--- config.mk ---
export PLATFORM = sky130hd
export DESIGN_NAME = router_fsm_nch
export DESIGN_NICKNAME = d
export VERILOG_FILES = /design/src/rtl/router_pkg.sv /design/src/rtl/router_wait_timer.sv /design/src/rtl/router_fsm_nch.sv
export SDC_FILE = /design/constraint.sdc
export NUM_CORES = 1
export LEC_CHECK = 0
export BUFFER_PORTS_ARGS = -buffer_cell sky130_fd_sc_hd__buf_2
export CAP_MARGIN = 20
export CORE_AREA = 10 10 64 66
export DETAILED_ROUTE_END_ITERATION = 8
export DIE_AREA = 0 0 74 76
export GPL_TIMING_DRIVEN = 1
export HOLD_SLACK_MARGIN = 0.1
export PLACE_DENSITY = 0.68
export SLEW_MARGIN = 20
export SYNTH_ARGS = -nofsm -noshare
export SYNTH_HDL_FRONTEND = slang
export SYNTH_SLANG_ARGS = --single-unit
export TNS_END_PERCENT = 50
--- constraint.sdc ---
create_clock -name clock -period 4.5 [get_ports clock]
set_clock_uncertainty 0.05 [all_clocks]
set_input_delay 0.675 -clock clock [delete_from_list [all_inputs] [get_ports clock]]
set_output_delay 0.675 -clock clock [all_outputs]
set_load 0.01 [all_outputs]
--- src/rtl/router_pkg.sv ---
// Shared state encodings, default parameters and output decode for the
// packet router FSM.
package router_pkg;

    localparam int NUM_CH_DEF       = 3;
    localparam int ADDR_W_DEF       = 2;
    localparam int WAIT_TIMEOUT_DEF = 255;

    typedef logic [3:0] state_t;

    localparam state_t DECODE_ADDRESS     = 4'd0;
    localparam state_t LOAD_FIRST_DATA    = 4'd1;
    localparam state_t LOAD_DATA          = 4'd2;
    localparam state_t FIFO_FULL_STATE    = 4'd3;
    localparam state_t LOAD_AFTER_FULL    = 4'd4;
    localparam state_t LOAD_PARITY        = 4'd5;
    localparam state_t CHECK_PARITY_ERROR = 4'd6;
    localparam state_t WAIT_TILL_EMPTY    = 4'd7;
    localparam state_t DROP_PACKET        = 4'd8;

    typedef struct packed {
        logic detect_add;
        logic lfd_state;
        logic ld_state;
        logic full_state;
        logic laf_state;
        logic rst_int_reg;
        logic write_enb_reg;
        logic busy;
    } flags_t;

    // Moore decode; unused encodings decode to all-zero.
    function automatic flags_t decode_state(input state_t s);
        flags_t f;
        f = '0;
        case (s)
            DECODE_ADDRESS:     f.detect_add = 1'b1;
            LOAD_FIRST_DATA:    begin f.lfd_state = 1'b1; f.busy = 1'b1; end
            LOAD_DATA:          begin f.ld_state = 1'b1; f.write_enb_reg = 1'b1; end
            FIFO_FULL_STATE:    begin f.full_state = 1'b1; f.busy = 1'b1; end
            LOAD_AFTER_FULL:    begin f.laf_state = 1'b1; f.write_enb_reg = 1'b1; f.busy = 1'b1; end
            LOAD_PARITY:        begin f.write_enb_reg = 1'b1; f.busy = 1'b1; end
            CHECK_PARITY_ERROR: begin f.rst_int_reg = 1'b1; f.busy = 1'b1; end
            WAIT_TILL_EMPTY:    f.busy = 1'b1;
            default:            f = '0;
        endcase
        return f;
    endfunction

endpackage

--- src/rtl/router_wait_timer.sv ---
// Saturating cycle counter for the wait-till-empty state; expired flags the
// last permitted waiting cycle.
module router_wait_timer
    import router_pkg::*;
#(
    parameter int WAIT_TIMEOUT = WAIT_TIMEOUT_DEF
) (
    input  logic clock,
    input  logic reset,
    input  logic clear,
    input  logic enable,
    output logic expired
);

    localparam int CNT_W = (WAIT_TIMEOUT > 0) ? $clog2(WAIT_TIMEOUT + 1) : 1;
    localparam logic [CNT_W-1:0] LIMIT = CNT_W'(WAIT_TIMEOUT);
    localparam logic [CNT_W-1:0] LAST  = (WAIT_TIMEOUT > 0) ? CNT_W'(WAIT_TIMEOUT - 1) : '0;

    logic [CNT_W-1:0] count_r;

    // Count waiting cycles, holding at the limit.
    always_ff @(posedge clock or posedge reset) begin
        if (reset) begin
            count_r <= '0;
        end else if (clear) begin
            count_r <= '0;
        end else if (enable && (count_r != LIMIT)) begin
            count_r <= count_r + CNT_W'(1);
        end else begin
            count_r <= count_r;
        end
    end

    assign expired = (WAIT_TIMEOUT > 0) && enable && (count_r == LAST);

endmodule

--- src/rtl/router_fsm_nch.sv ---
// Packet router control FSM for NUM_CH output channels, with invalid-address
// drop and bounded wait for a busy destination FIFO.
module router_fsm_nch
    import router_pkg::*;
#(
    parameter int NUM_CH       = NUM_CH_DEF,
    parameter int ADDR_W       = $clog2(NUM_CH),
    parameter int WAIT_TIMEOUT = WAIT_TIMEOUT_DEF
) (
    input  logic              clock,
    input  logic              reset,
    input  logic              pkt_valid,
    input  logic [ADDR_W-1:0] data_in,
    input  logic [NUM_CH-1:0] fifo_empty,
    input  logic [NUM_CH-1:0] soft_reset,
    input  logic              fifo_full,
    input  logic              low_pkt_valid,
    input  logic              parity_done,
    output logic              detect_add,
    output logic              lfd_state,
    output logic              ld_state,
    output logic              full_state,
    output logic              laf_state,
    output logic              rst_int_reg,
    output logic              write_enb_reg,
    output logic              busy,
    output logic [ADDR_W-1:0] addr_out,
    output logic              addr_err,
    output logic              drop_pkt
);

    localparam logic [ADDR_W:0] NUM_CH_W = (ADDR_W + 1)'(NUM_CH);

    state_t state_r;
    state_t next_state_s;
    flags_t flags_r;
    logic   addr_valid_s;
    logic   load_addr_s;
    logic   addr_err_s;
    logic   drop_pkt_s;
    logic   timer_clear_s;
    logic   timer_enable_s;
    logic   timer_expired_s;

    assign addr_valid_s   = ({1'b0, data_in} < NUM_CH_W);
    assign timer_enable_s = (state_r == WAIT_TILL_EMPTY);
    assign timer_clear_s  = (next_state_s == WAIT_TILL_EMPTY) && (state_r != WAIT_TILL_EMPTY);

    router_wait_timer #(
        .WAIT_TIMEOUT (WAIT_TIMEOUT)
    ) u_wait_timer (
        .clock   (clock),
        .reset   (reset),
        .clear   (timer_clear_s),
        .enable  (timer_enable_s),
        .expired (timer_expired_s)
    );

    // Next-state logic; a soft reset of the active channel overrides everything.
    always_comb begin
        next_state_s = state_r;
        load_addr_s  = 1'b0;
        addr_err_s   = 1'b0;
        drop_pkt_s   = 1'b0;
        if ((state_r != DECODE_ADDRESS) && soft_reset[addr_out]) begin
            next_state_s = DECODE_ADDRESS;
        end else begin
            case (state_r)
                DECODE_ADDRESS: begin
                    if (pkt_valid) begin
                        if (addr_valid_s) begin
                            load_addr_s = 1'b1;
                            if (fifo_empty[data_in]) begin
                                next_state_s = LOAD_FIRST_DATA;
                            end else begin
                                next_state_s = WAIT_TILL_EMPTY;
                            end
                        end else begin
                            next_state_s = DROP_PACKET;
                            addr_err_s   = 1'b1;
                        end
                    end else begin
                        next_state_s = DECODE_ADDRESS;
                    end
                end
                LOAD_FIRST_DATA: next_state_s = LOAD_DATA;
                LOAD_DATA: begin
                    if (fifo_full) begin
                        next_state_s = FIFO_FULL_STATE;
                    end else if (!pkt_valid) begin
                        next_state_s = LOAD_PARITY;
                    end else begin
                        next_state_s = LOAD_DATA;
                    end
                end
                FIFO_FULL_STATE: begin
                    if (fifo_full) begin
                        next_state_s = FIFO_FULL_STATE;
                    end else begin
                        next_state_s = LOAD_AFTER_FULL;
                    end
                end
                LOAD_AFTER_FULL: begin
                    if (parity_done) begin
                        next_state_s = DECODE_ADDRESS;
                    end else if (low_pkt_valid) begin
                        next_state_s = LOAD_PARITY;
                    end else begin
                        next_state_s = LOAD_DATA;
                    end
                end
                LOAD_PARITY: next_state_s = CHECK_PARITY_ERROR;
                CHECK_PARITY_ERROR: begin
                    if (fifo_full) begin
                        next_state_s = FIFO_FULL_STATE;
                    end else begin
                        next_state_s = DECODE_ADDRESS;
                    end
                end
                WAIT_TILL_EMPTY: begin
                    if (fifo_empty[addr_out]) begin
                        next_state_s = LOAD_FIRST_DATA;
                    end else if (timer_expired_s) begin
                        next_state_s = DROP_PACKET;
                        drop_pkt_s   = 1'b1;
                    end else begin
                        next_state_s = WAIT_TILL_EMPTY;
                    end
                end
                DROP_PACKET: begin
                    if (pkt_valid) begin
                        next_state_s = DROP_PACKET;
                    end else begin
                        next_state_s = DECODE_ADDRESS;
                    end
                end
                default: next_state_s = DECODE_ADDRESS;
            endcase
        end
    end

    // State, address latch and registered output decodes.
    always_ff @(posedge clock or posedge reset) begin
        if (reset) begin
            state_r  <= DECODE_ADDRESS;
            flags_r  <= decode_state(DECODE_ADDRESS);
            addr_out <= '0;
            addr_err <= 1'b0;
            drop_pkt <= 1'b0;
        end else begin
            state_r  <= next_state_s;
            flags_r  <= decode_state(next_state_s);
            addr_out <= load_addr_s ? data_in : addr_out;
            addr_err <= addr_err_s;
            drop_pkt <= drop_pkt_s;
        end
    end

    assign detect_add    = flags_r.detect_add;
    assign lfd_state     = flags_r.lfd_state;
    assign ld_state      = flags_r.ld_state;
    assign full_state    = flags_r.full_state;
    assign laf_state     = flags_r.laf_state;
    assign rst_int_reg   = flags_r.rst_int_reg;
    assign write_enb_reg = flags_r.write_enb_reg;
    assign busy          = flags_r.busy;

endmodule

**After elaboration in Yosys (flattened, before gate mapping)**

Cells that the tools add are included.

- $add $sub $neg: 1
- Shift-type cells: 0
- Equal/unequal tests: 18
- $mul: 0
- Multiplexer cells: 42
- $lt $le $gt $ge: 3
- Bitwise gates (word level): 0
- Reductions and logical operators: 10
- Div/mod/pow operators: 0

Operators by type and width:

| operator | count |
|---|---|
| 4-bit one-hot mux with 9 select lines | 1 |
| 4-bit by 3-bit == test with 1-bit output (second input constant) | 8 |
| 4-bit two-way mux | 6 |
| 1-bit two-way mux | 23 |
| 3-bit two-way mux | 6 |
| 4-bit by 2-bit == test with 1-bit output (second input constant) | 4 |
| 8-bit two-way mux | 2 |
| 8-bit by 1-bit adder with 8-bit output (second input constant) | 1 |
| 4-bit by 1-bit == test with 1-bit output (second input constant) | 2 |
| 8-bit == test (second input constant) | 1 |
| 4-bit logical NOT | 2 |
| 8-bit inequality test (second input constant) | 1 |
| 1-bit binary-select mux with 2-bit select | 3 |
| 2-bit by 3-bit < comparator with 1-bit output (second input constant) | 2 |
| 6-bit OR reduction | 1 |
| 4-bit == test (second input constant) | 1 |
| 1-bit logical AND | 4 |
| 4-bit by 3-bit inequality test with 1-bit output (second input constant) | 1 |
| 4-bit nonzero test | 1 |
| 3-bit OR reduction | 1 |
| 2-bit < comparator (second input constant) | 1 |
| 2-bit two-way mux | 1 |
| 2-bit nonzero test | 1 |

- Output and inout bits: 12
- Bits in registers: 24
- ROM bits: 0
- Bits in latches: 0
- Memory bits (writable): 0
- Memories kept: 0
- Word-level logic and storage cells: 87
- Input bits: 14

**Longest topological paths before layout**

Gate-level depths: netlist of the first run.

- Depth after elaboration: 10
- Mapped depth: 7

**Modules after synthesis**

From an unflattened synthesis of the first run, not the netlist that was laid out.

- Cells, all modules: 140
- Area total of the unflattened synthesis: 1322.5 µm²

By module, submodules not included:

| module | cells an instance | area each (µm²) | times used |
|---|---|---|---|
| router_fsm_nch | 90 | 879.6 | 1 |
| router_wait_timer | 50 | 442.9 | 1 |

**Worst setup path after synthesis of the first run**

Ideal clock, no wire load.

- Kind: input -> register
- From: input fifo_empty[2]
- To: register flags_r (netlist bit lfd_state)
- Stages on the path: 5
- Data required time: 4.330 ns
- Data arrival time: 1.703 ns
- Path buffers: 0
- Setup slack: 2.627 ns
- Path through: mux2i_1 o22ai_1 o31a_1 a41oi_2 and3b_1

- Cells in the longest elaborated chain, start to end: 9
- Elaborated cells on any way between the ends: 12
- Those cells by class: eq/ne: 1; mux: 11

Ends and longest elaborated chain:

| what | RTL line | source |
|---|---|---|
| start: declaration | router_fsm_nch.sv:14 | `input logic [NUM_CH-1:0] fifo_empty,` |
| 1-bit binary-select mux with 2-bit select | router_fsm_nch.sv:73 | `if (fifo_empty[data_in]) begin` |
| 1-bit two-way mux (implied by the code) | router_fsm_nch.sv:73 |  |
| 3-bit two-way mux | router_fsm_nch.sv:73 |  |
| 4-bit two-way mux | router_fsm_nch.sv:71 | `if (addr_valid_s) begin` |
| 4-bit two-way mux | router_fsm_nch.sv:70 | `if (pkt_valid) begin` |
| 4-bit one-hot mux with 9 select lines (*) | router_fsm_nch.sv:68 | `case (state_r)` |
| 4-bit two-way mux (*) | router_fsm_nch.sv:65 | `if ((state_r != DECODE_ADDRESS) && soft_reset[addr_out]) begin` |
| 4-bit by 1-bit == test with 1-bit output (*) | router_pkg.sv:36 | `case (s)` |
| 1-bit two-way mux (*) | router_pkg.sv:36 |  |
| end signal: assignment | router_fsm_nch.sv:146 | `flags_r <= decode_state(DECODE_ADDRESS);` |
| end signal: assignment | router_fsm_nch.sv:152 | `flags_r <= decode_state(next_state_s);` |
| end: declaration | router_fsm_nch.sv:36 | `flags_t flags_r;` |

Mark *: on every way between the ends. The rest lies on a longest branch, timed or not. The select of a mux whose other input is x is not followed.
A chain may end at the register's enable or synchronous reset.

**Worst setup path after layout of the first run**

- From: register state_r[0]
- To: register flags_r (netlist bit ld_state)

- Cells in the longest elaborated chain, start to end: 8
- Elaborated cells on any way between the ends: 18
- Those cells by class: eq/ne: 9; mux: 5; reduce/logical: 4

Ends and longest elaborated chain:

| what | RTL line | source |
|---|---|---|
| start: declaration | router_fsm_nch.sv:34 | `state_t state_r;` |
| start signal: assignment | router_fsm_nch.sv:151 | `state_r <= next_state_s;` |
| 4-bit by 3-bit == test with 1-bit output | router_fsm_nch.sv:46, router_fsm_nch.sv:68 |  |
| 1-bit logical AND | router_wait_timer.sv:34 | `assign expired = (WAIT_TIMEOUT > 0) && enable && (count_r == LAST);` |
| 4-bit two-way mux | router_fsm_nch.sv:123 | `end else if (timer_expired_s) begin` |
| 4-bit two-way mux | router_fsm_nch.sv:121 | `if (fifo_empty[addr_out]) begin` |
| 4-bit one-hot mux with 9 select lines | router_fsm_nch.sv:68 |  |
| 4-bit two-way mux (*) | router_fsm_nch.sv:65 |  |
| 4-bit by 2-bit == test with 1-bit output (*) | router_pkg.sv:36 |  |
| 1-bit two-way mux (*) | router_pkg.sv:36 |  |

Mark *: on every way between the ends. The rest lies on a longest branch, timed or not.

==> results of run 1 <==
## metrics by stage
stage / total power [mW] / hold slack [ns] / instances
4_1_cts: 0.898 / 0.509 / 188
5_1_grt: 0.959 / 0.546 / 188
6_report: 0.891 / 0.477 / 188
3_3_place_gp: 0.732 / 0.472 / 184
2_1_floorplan: 0.649 / 0.448 / 131
3_5_place_dp: 0.743 / 0.483 / 184
## worst max-delay path by stage
| stage | to | cells past startpoint |
|---|---|---|
| 2_1_floorplan | lfd_state$_DFF_PP0_ | 5 |
| 3_3_place_gp | lfd_state$_DFF_PP0_ | 6 |
| 3_5_place_dp | lfd_state$_DFF_PP0_ | 6 |
| 4_1_cts | ld_state$_DFF_PP0_ | 5 |
| 5_1_grt | rst_int_reg$_DFF_PP0_ | 5 |
| 6_report | ld_state$_DFF_PP0_ | 5 |
## metal layers
layer	up-vias	share of wire [%]	track usage (%)
met1	508	45	13.5
li1	541	-	-
met4	0	1.3	3.36
met2	13	52	18.2
met5	-	0	0
met3	4	1.9	1.69
## cell usage in the layout (no fill, tap or decap), types with 2 or more instances in the layout
cell type,n
xor2_1,5
nand3_1,2
clkbuf_4,3
nor2_1,13
nor3b_1,2
dfrtp_1,23
buf_2,25
nor4_1,4
ha_1,2
a211oi_1,2
nor2b_1,4
o21bai_1,2
inv_1,4
a211oi_2,2
nand2_1,8
and3_1,2
nor3_1,3
a21oi_2,2
o22a_1,3
o22ai_1,2
mux2i_1,3
a21oi_1,2
o21ai_0,2
nand4_1,3
o21ba_1,2
a31oi_1,3
nor3_2,2
nand3b_1,4
## area by class of cell
cell class / instances / area, µm²
Fill cell: 282 / 1360
Multi-Input combinational cell: 98 / 733
Sequential cell: 24 / 602
Timing Repair Buffer: 25 / 125
Tap cell: 33 / 41.3
Clock inverter: 1 / 30.0
Clock buffer: 3 / 22.5
Inverter: 4 / 15.0
## where the power goes
group          internal, mW  switching, mW
clock                0.0900         0.0642
sequential            0.284         0.0773
combinational         0.166          0.210
## kinds of logic (layout without fill, tap and decap cells)
kind of cell / Yosys count / in the layout / share of synthesized area [%]
AND/OR/NAND/NOR: 57 / 57 / 25.6
AO/OA/AOI/OAI: 30 / 30 / 19.1
flip-flops: 24 / 24 / 43.2
buffers and inverters: 9 / 33 / 4.13
XOR/XNOR: 5 / 5 / 3.14
adder cells (fa/ha/maj): 3 / 3 / 2.61
multiplexers: 3 / 3 / 2.16
==> results by group, run 1 <==
Outcome
  – Status: complete, no violations

Worst setup path
  – Startpoint types: flip-flop
  – Slowest cell on crit path: dfrtp_1
  – Slowest Stage Delay on Critical Path: approximately 0.53 ns
  – CP Capture Type: flip-flop
  – Flop2flop setup slack: between 2 and 2.5 ns
  – Top Family by Delay on Critical Path: simple AND/OR/NAND/NOR gates
  – Worst Path Max Fanout: 11
  – CP Buf/Inv Count: 0
  – CP required: about 4.7 ns
  – CP Launch Point: state_r[0]$_DFF_PP0_
  – CP most frequent cell: nor3_2
  – R2r worst-path depth: 5
  – Critical-path cell list: nor3_2 -> nand3b_2 -> o21ba_1 -> nor3_2 -> nor4_1
  – Worst r2r dst: ld_state$_DFF_PP0_
  – Critical setup path kind: flip-flop to flip-flop
  – Crit path arrival time: 2.21 ns
  – Reg2reg start: state_r[0]$_DFF_PP0_

Synth
  – Syn. warnings: 0
  – Post-Syn Instances: 131
  – Unique masters post-synth: 49
  – Leading area contributor after synthesis: dfrtp_1
  – Post-synth ARST share: 100%
  – Ys flop type: dfrtp_1
  – Top-count cell post-synth: dfrtp_1
  – Avg Synthesized Cell Area: 10.6 µm²
  – List of most frequent post-synthesis cells: 23 x dfrtp_1, 13 x nor2_1, 8 x nand2_1, 5 x xor2_1
  – Synth area leaders: dfrtp_1 41%, nor2_1 3.5%, xor2_1 3.1%
  – Register area share after synthesis: 43.2%
  – Synth top area share: 41.3%
  – Synth Cell Area: 0.00139 mm²
  – Synth Register Bits: 24
  – Syn Nets: between 100 and 150
  – EDFF count, synth: 0

STA
  – Setup TNS Final: 0 ns
  – Final Hold Viols: 0
  – Fmax: 490 MHz
  – Final setup margin: 2.46 ns
  – Slew @ Worst Pin: 0.891 ns
  – Post-route clock period utilization: 45.3%
  – Unrepaired setup endpoints after global routing: false
  – Final setup fails: 0
  – Max-slew violation count: 0
  – Max-slew headroom: about two fifths
  – Crit path time final: 2.04 ns

Clock network
  – Maximum clock path buffer count: 2
  – Cts repair resizes: 0
  – Hold_buf cts: 0
  – Clock Latency Late Sink: slightly above 0.3 ns
  – Root buffer cell: clkbuf_4
  – TritonCTS clock tree: built
  – CTS sink cnt: 24
  – H-Tree Depth: 1
  – Clock transition at path regs: 0.13 ns
  – CTS Buf Count: 3
  – # Post-CTS Setup Buffers: 0

Final layout
  – Number of diodes: 0
  – Final instance area: 0.00157 mm²
  – P&R area growth vs syn: 12.7%
  – Final core utilization: 53.6%
  – Share of cells above drive strength 1: 29.0%
  – Top reg by flops: u_wait_timer.count_r
  – Top Registers: u_wait_timer.count_r (8), state_r (4), addr_out (2)
  – Max reg flops: 8
  – NumNets Final: 172

Hold path
  – Hold Crit Class: primary input to asynchronous set/reset pin

Pwr
  – Pwr dens: 568 mW/mm²
  – Lkg Pwr: 0.746 nW
  – Peak supply drop: 0.311 mV

Global routing
  – Antenna violations before repair: 0
  – Vias in the first global route: 1046
  – Gr ovfl total: 0
  – GRT Total Usage: 10.8%
  – Pin count of the biggest net entering global routing: 25
  – First-pass GRT wire length: 5.03 mm

Floorplanning
  – Die H: between 70 and 80 µm
  – Starting Density: 47.6%
  – DIE AREA: 0.00562 mm²
  – Chip Width: roughly 74 µm
  – I/O Pins: 26
  – Area of the core: ~0.003 mm²
  – Num rows: 20

Route
  – WL per Instance: 15.7 µm
  – Post-route ant nets: 0
  – DRT iter0 DRCs: 46
  – DRC: 0
  – Vias per Instance: 5.67
  – Vias: 1066
  – Routed wire length: 2.96 mm
  – TritonRoute pass-1 iters: 6

Place
  – Routability Congestion: 0.797
  – Buffers on Ports: 25
  – HPWL after detailed placement: ~2.3 mm
  – Worst slack at placement: roughly 2.4 ns
  – Placed cell area: 0.00152 mm²

Flow run
  – Max Cap Viol: 0
(Power assumes the default switching activity.)
==> run 2: changes to the inputs <==
ABC_AREA = 1   (was not set)
CORE_AREA = 10 10 66 68   (was 10 10 64 66)
DIE_AREA = 0 0 76 78   (was 0 0 74 76)
PLACE_DENSITY = 0.67   (was 0.68)
clock period = 1.95 ns   (was 4.5 ns; I/O delays follow)
==> run 2 against run 1 <==
  * Synthesized cell count is 44% higher
  * Power grew to 2.6 times the previous value
  * Critical path depth up 3
  * Core utilization is 0.84 points higher
  * Maximum frequency rose by 21%
  * Critical path type unchanged
==> results by group, run 2 <==
Outcome
  – Status: complete, no violations

STA
  – Crit path time final: ~1.7 ns
  – Fmax: 592 MHz
  – Slew @ Worst Pin: 0.432 ns
  – Final Hold Viols: 0
  – Setup TNS Final: 0 ns
  – Max-slew violation count: 0
  – Final setup fails: 0
  – Unrepaired setup endpoints after global routing: false
  – WHS: between 0.15 and 0.2 ns
  – Post-route clock period utilization: 86.7%
  – Max-slew headroom: about 71%

Clock network
  – # Post-CTS Setup Buffers: 0
  – Clock transition at path regs: 0.14 ns
  – Hold_buf cts: 1
  – Clock Latency Late Sink: between 0.3 and 0.4 ns
  – Root buffer cell: clkbuf_4
  – H-Tree Depth: 1
  – CTS Buf Count: 3
  – CTS sink cnt: 24
  – Maximum clock path buffer count: 2
  – Cts repair resizes: 0
  – TritonCTS clock tree: built

Final layout
  – NumNets Final: 236
  – Top Registers: u_wait_timer.count_r (8), state_r (4), addr_out (2)
  – Most frequent cells in the layout: 33 x nand2_1, 25 x buf_2, 24 x inv_1, 24 x nand3_1
  – Number of diodes: 0
  – Final instance area: approximately 0.0017 mm²
  – P&R area growth vs syn: 17.1%
  – Top reg by flops: u_wait_timer.count_r
  – Max reg flops: 8
  – Share of cells above drive strength 1: 29.7%
  – Commonest non-fill, non-tap cell in the layout: nand2_1

Pwr
  – Clock group share of total power: between 10% and 20%
  – Pwr dens: 1340 mW/mm²
  – Lkg Pwr: roughly 0.95 nW
  – Internal: approximately 1.3 mW
  – Switching fraction of total power: ~45%
  – Peak supply drop: 0.747 mV
  – Switch Pwr: between 1 and 1.5 mW
  – Sequential power share: between 30% and 40%
  – Comb pwr share: between 50% and 60%
  – Pwr Total: 2.32 mW

Worst setup path
  – Startpoint types: flip-flop
  – CP Launch Point: addr_out[0]$_DFFE_PP0P_
  – Crit path arrival time: around 1.9 ns
  – CP Capture Type: flip-flop
  – Reg2reg start: addr_out[0]$_DFFE_PP0P_
  – CP required: ~2.2 ns
  – Critical setup path kind: flip-flop to flip-flop
  – Worst Path Max Fanout: 5

Synth
  – Post-synth ARST share: 100%
  – Synth top area share: around two fifths
  – Post-Syn Instances: 188
  – List of most frequent post-synthesis cells: 33 x nand2_1, 24 x inv_1, 24 x nand3_1, 23 x dfrtp_1, 23 x nor2_1
  – Synth Cell Area: approximately 0.0015 mm²
  – Ys flop type: dfrtp_1
  – Top-count cell post-synth: nand2_1
  – EDFF count, synth: 0
  – Unique masters post-synth: 24
  – Syn Nets: 204
  – Synth Register Bits: 24
  – Leading area contributor after synthesis: dfrtp_1
  – Syn. warnings: 0
  – Synth area leaders: dfrtp_1 39%, nand2_1 8.4%, nand3_1 8.1%
  – Register area share after synthesis: around two fifths
  – Avg Synthesized Cell Area: 7.86 µm²

Route
  – Vias: 1276
  – DRT iter0 DRCs: 56
  – WL per Instance: 11.8 µm
  – Post-route ant nets: 0
  – Vias per Instance: 4.82
  – Routed wire length: 3.13 mm
  – DRC: 0
  – TritonRoute pass-1 iters: 4

Global routing
  – Vias in the first global route: 1226
  – First-pass GRT wire length: 5.47 mm
  – Pin count of the biggest net entering global routing: 25
  – Antenna violations before repair: 0
  – Gr ovfl total: 0
  – GRT Total Usage: between 10% and 20%

Place
  – Routability Congestion: 0.895
  – Buffers on Ports: 25
  – Placed cell area: approximately 0.0017 mm²
  – HPWL after detailed placement: 2.53 mm

Floorplanning
  – Die H: 78 µm
  – Chip Width: around 76 µm
  – Area of the core: roughly 0.0032 mm²
  – Num rows: 21
  – I/O Pins: 26
  – Starting Density: 46.5%
  – DIE AREA: 0.00593 mm²

Hold path
  – Hold Crit Class: primary input to flip-flop
  – Hold_sp: data_in[1]

Flow run
  – Max Cap Viol: 0
==> run 2: cell count changes after synthesis, sizes merged, moves of 4 or more <==
cell | previous run | this run
nand3b | 5 | 0
inv | 4 | 30
nor2 | 13 | 37
and3 | 4 | 0
nor4 | 4 | 0
nor2b | 4 | 0
o21ai | 2 | 9
buf | 5 | 0
nand2 | 8 | 40
nand3 | 3 | 26
a211oi | 4 | 0
==> run 2: worst max-delay path, stage by stage, from the launching register on <==
cell and delay, ns:
dfrtp_1 0.43, inv_1 0.14, nor2_1 0.06, o21ai_1 0.20
nand2_2 0.15, o21ai_1 0.28, o21bai_1 0.20, nand2_2 0.08
nand3_2 0.05
==> run 2: metal layers <==
metal / part of all wire (%) / global-route usage (%) / wire length [µm]
met1: 47 / 13.8 / 1470
met5: 0 / 0 / 0
met4: 2.1 / 4.73 / 65
met2: 48 / 18.1 / 1510
met3: 2.7 / 2.07 / 84
==> run 2: layout make-up <==
type / instances / area (µm²)
Fill cell: 320 / 1450
Multi-Input combinational cell: 134 / 763
Sequential cell: 24 / 602
Timing Repair Buffer: 27 / 143
Inverter: 30 / 113
Tap cell: 46 / 57.6
Clock inverter: 1 / 30.0
Clock buffer: 3 / 22.5
==> run 2: logic make-up (layout without fill, tap and decap cells) <==
logic type / after synthesis / in the layout / share of synthesized area, %
buffers and inverters: 30 / 61 / 7.62
xor gates and xnor gates: 4 / 4 / 2.37
AOI/OAI and AO/OA: 14 / 14 / 5.76
adders and majority gates: 2 / 2 / 1.69
and+or+nand+nor: 114 / 114 / 41.8
DFF: 24 / 24 / 40.7
==> run 2: metrics by stage <==
stage               instances  worst slack [ns]  utilization [%]
floorplan                 188             0.430                -
global placement          260             0.288             52.5
detailed placement        260             0.299             52.5
CTS                       265             0.253             54.4
global route              265            0.0971             54.4
finish                    265             0.259             54.4
==> run 2: path summary, 6_finish.rpt <==
path	slack [ns]	to	cells after the start
worst min register to register	0.51	u_wait_timer.count_r[7]$_DFFE_PP0P_	3
worst max-delay path	0.26	write_enb_reg$_DFF_PP0_	8
min in group asynchronous	0.48	laf_state$_DFF_PP0_	4
worst max register to register	0.26	write_enb_reg$_DFF_PP0_	8
max in group asynchronous	1.08	detect_add$_DFF_PP1_	4
worst min-delay path	0.17	addr_out[1]$_DFFE_PP0P_	3
==> run 2: power by group through the flow <==
stage	logic, mW	registers [mW]	clock network (mW)
after detailed placement	1.19	0.775	0
after global routing	1.34	0.783	0.398
after global placement	1.20	0.769	0
after floorplan	0.884	0.805	0
final	1.19	0.762	0.368
after CTS	1.20	0.763	0.375
==> run 3: changes to the inputs <==
PLACE_DENSITY = 0.7   (was 0.67)
==> run 3 against run 2 <==
  * Setup slack worse by 0.050 ns
  * Combinational power about the same
  * Clock-buffer cell count increased by 1
==> results by group, run 3 (synthesis results as in run 2) <==
Worst setup path
  – Critical setup path kind: flip-flop to flip-flop
  – Worst Path Max Fanout: 5
  – CP Launch Point: addr_out[1]$_DFFE_PP0P_
  – R2r worst-path depth: 8
  – Worst r2r dst: write_enb_reg$_DFF_PP0_
  – Startpoint types: flip-flop
  – Setup crit end: write_enb_reg$_DFF_PP0_
  – CP Capture Type: flip-flop
  – Reg2reg start: addr_out[1]$_DFFE_PP0P_
  – Flop2flop setup slack: roughly 0.21 ns
  – Crit path arrival time: around 2.0 ns
  – CP required: approximately 2.2 ns

Place
  – Buffers on Ports: 25
  – HPWL after detailed placement: between 2 and 3 mm
  – Placed insts: 260
  – Worst slack at placement: approximately 0.23 ns
  – Routability Congestion: 0.879

Pwr
  – Pwr dens: 1300 mW/mm²
  – Comb pwr share: 53.8%
  – Switch Pwr: 1.04 mW
  – Switching fraction of total power: a little under half
  – Lkg Pwr: 0.948 nW
  – Peak supply drop: 0.757 mV
  – Sequential power share: 34.3%
  – Clock group share of total power: 11.9%
  – Internal: approximately 1.2 mW

Floorplanning
  – Num rows: 21
  – Die H: 78 µm
  – DIE AREA: 0.00593 mm²
  – Chip Width: ~76 µm
  – Starting Density: about 46%
  – I/O Pins: 26
  – Area of the core: around 0.0032 mm²

Hold path
  – Hold_sp: data_in[0]
  – Hold Crit Class: primary input to flip-flop

Global routing
  – Met2 Usage GRT: 20.6%
  – GR Layer Usage met3: 3.23%
  – Vias in the first global route: around 1.3k
  – Met1 usage: 12.8%
  – Gr ovfl total: 0
  – GRT Total Usage: 11.4%
  – Pin count of the biggest net entering global routing: 15
  – Antenna violations before repair: 0
  – Global routing's busiest layer: met2
  – First-pass GRT wire length: 5.77 mm

Route
  – Post-route ant nets: 0
  – DRT iter0 DRCs: 84
  – DRC: 0
  – TritonRoute pass-1 iters: 4
  – WL per Instance: 11.8 µm
  – Vias: 1240
  – Vias per Instance: 4.68
  – Routed wire length: 3.12 mm

Clock network
  – Root buffer cell: clkbuf_4
  – CTS Buf Count: 3
  – Clock transition at path regs: 0.13 ns
  – Cts repair resizes: 0
  – Maximum clock path buffer count: 2
  – TritonCTS clock tree: built
  – Clock Latency Late Sink: about 0.32 ns
  – Hold_buf cts: 1
  – H-Tree Depth: 1
  – CTS sink cnt: 24
  – # Post-CTS Setup Buffers: 0

Final layout
  – Post-Layout Cell Count: approximately 270
  – Top Registers: u_wait_timer.count_r (8), state_r (4), addr_out (2)
  – NumNets Final: between 200 and 250
  – Share of cells above drive strength 1: 29.7%
  – Most frequent cells in the layout: 33 x nand2_1, 25 x buf_2, 24 x inv_1, 24 x nand3_1
  – Commonest non-fill, non-tap cell in the layout: nand2_1
  – P&R area growth vs syn: 16.0%
  – Top reg by flops: u_wait_timer.count_r
  – Fill cells: 314
  – Max reg flops: 8
  – Number of diodes: 0

STA
  – WHS: 0.176 ns
  – Crit path time final: between 1.5 and 2 ns
  – Max-slew headroom: 69.1%
  – Slew @ Worst Pin: 0.460 ns
  – Max-slew violation count: 0
  – Final setup fails: 0
  – Post-route clock period utilization: 89.3%
  – Fmax: 575 MHz
  – Unrepaired setup endpoints after global routing: false
  – Setup TNS Final: 0 ns
  – Final setup margin: 0.209 ns
  – Final Hold Viols: 0

Flow run
  – Max Cap Viol: 0

Outcome
  – Status: complete, no violations
run 3: cell types whose count changed in the layout (fill, tap and decap cells not counted), sizes merged:
cell and change:
bufinv -1, clkbuf +1
run 3: power groups by stage:
| stage | registers (mW) | logic [mW] | clock network [mW] |
|---|---|---|---|
| 6_report | 0.764 | 1.20 | 0.265 |
| 5_1_grt | 0.783 | 1.36 | 0.299 |
| 4_1_cts | 0.765 | 1.22 | 0.281 |
| 3_5_place_dp | 0.775 | 1.21 | 0 |
| 3_3_place_gp | 0.776 | 1.20 | 0 |
| 2_1_floorplan | 0.805 | 0.884 | 0 |
run 3: area by class of cell:
class,count,area (µm²),area share [%]
clock buffers,4,36.3,2.12
inverters,30,113,6.57
multi-input cells,134,763,44.5
flip-flops and latches,24,602,35.1
well taps,46,57.6,3.36
repair buffers,27,143,8.32
run 3: worst min path at each step:
| stage | endpoint | slack [ns] | cells past startpoint |
|---|---|---|---|
| 2_1_floorplan | addr_err$_DFF_PP0_ | 0.26 | 1 |
| 3_3_place_gp | laf_state$_DFF_PP0_ | 0.24 | 2 |
| 3_5_place_dp | laf_state$_DFF_PP0_ | 0.25 | 2 |
| 4_1_cts | addr_out[0]$_DFFE_PP0P_ | 0.17 | 3 |
| 5_1_grt | addr_out[1]$_DFFE_PP0P_ | 0.20 | 3 |
| 6_report | addr_out[0]$_DFFE_PP0P_ | 0.18 | 3 |
run 3: through the flow:
| step | power, mW | instance area, µm² | util, % |
|---|---|---|---|
| after floorplan | 1.69 | 1480 | - |
| after global placement | 1.98 | 1670 | 52.5 |
| after detailed placement | 1.99 | 1670 | 52.5 |
| after CTS | 2.26 | 1710 | 53.9 |
| after global routing | 2.44 | 1710 | 53.9 |
| final | 2.23 | 1710 | 53.9 |
run 3: layer usage:
metal  routed length [µm]  share of wire (%)
met5                    0                  0
met4                   31               0.99
met3                  127                4.1
met2                 1620                 52
met1                 1350                 43
run 3: worst max-delay path, stage by stage, from the launching register on:
cell and delay (ns):
dfrtp_1 0.43, inv_1 0.11, o21ai_0 0.09, o21ai_1 0.22, nand2_2 0.16, o21ai_1 0.30, o21bai_1 0.20, nand2_2 0.08
nand3_2 0.06
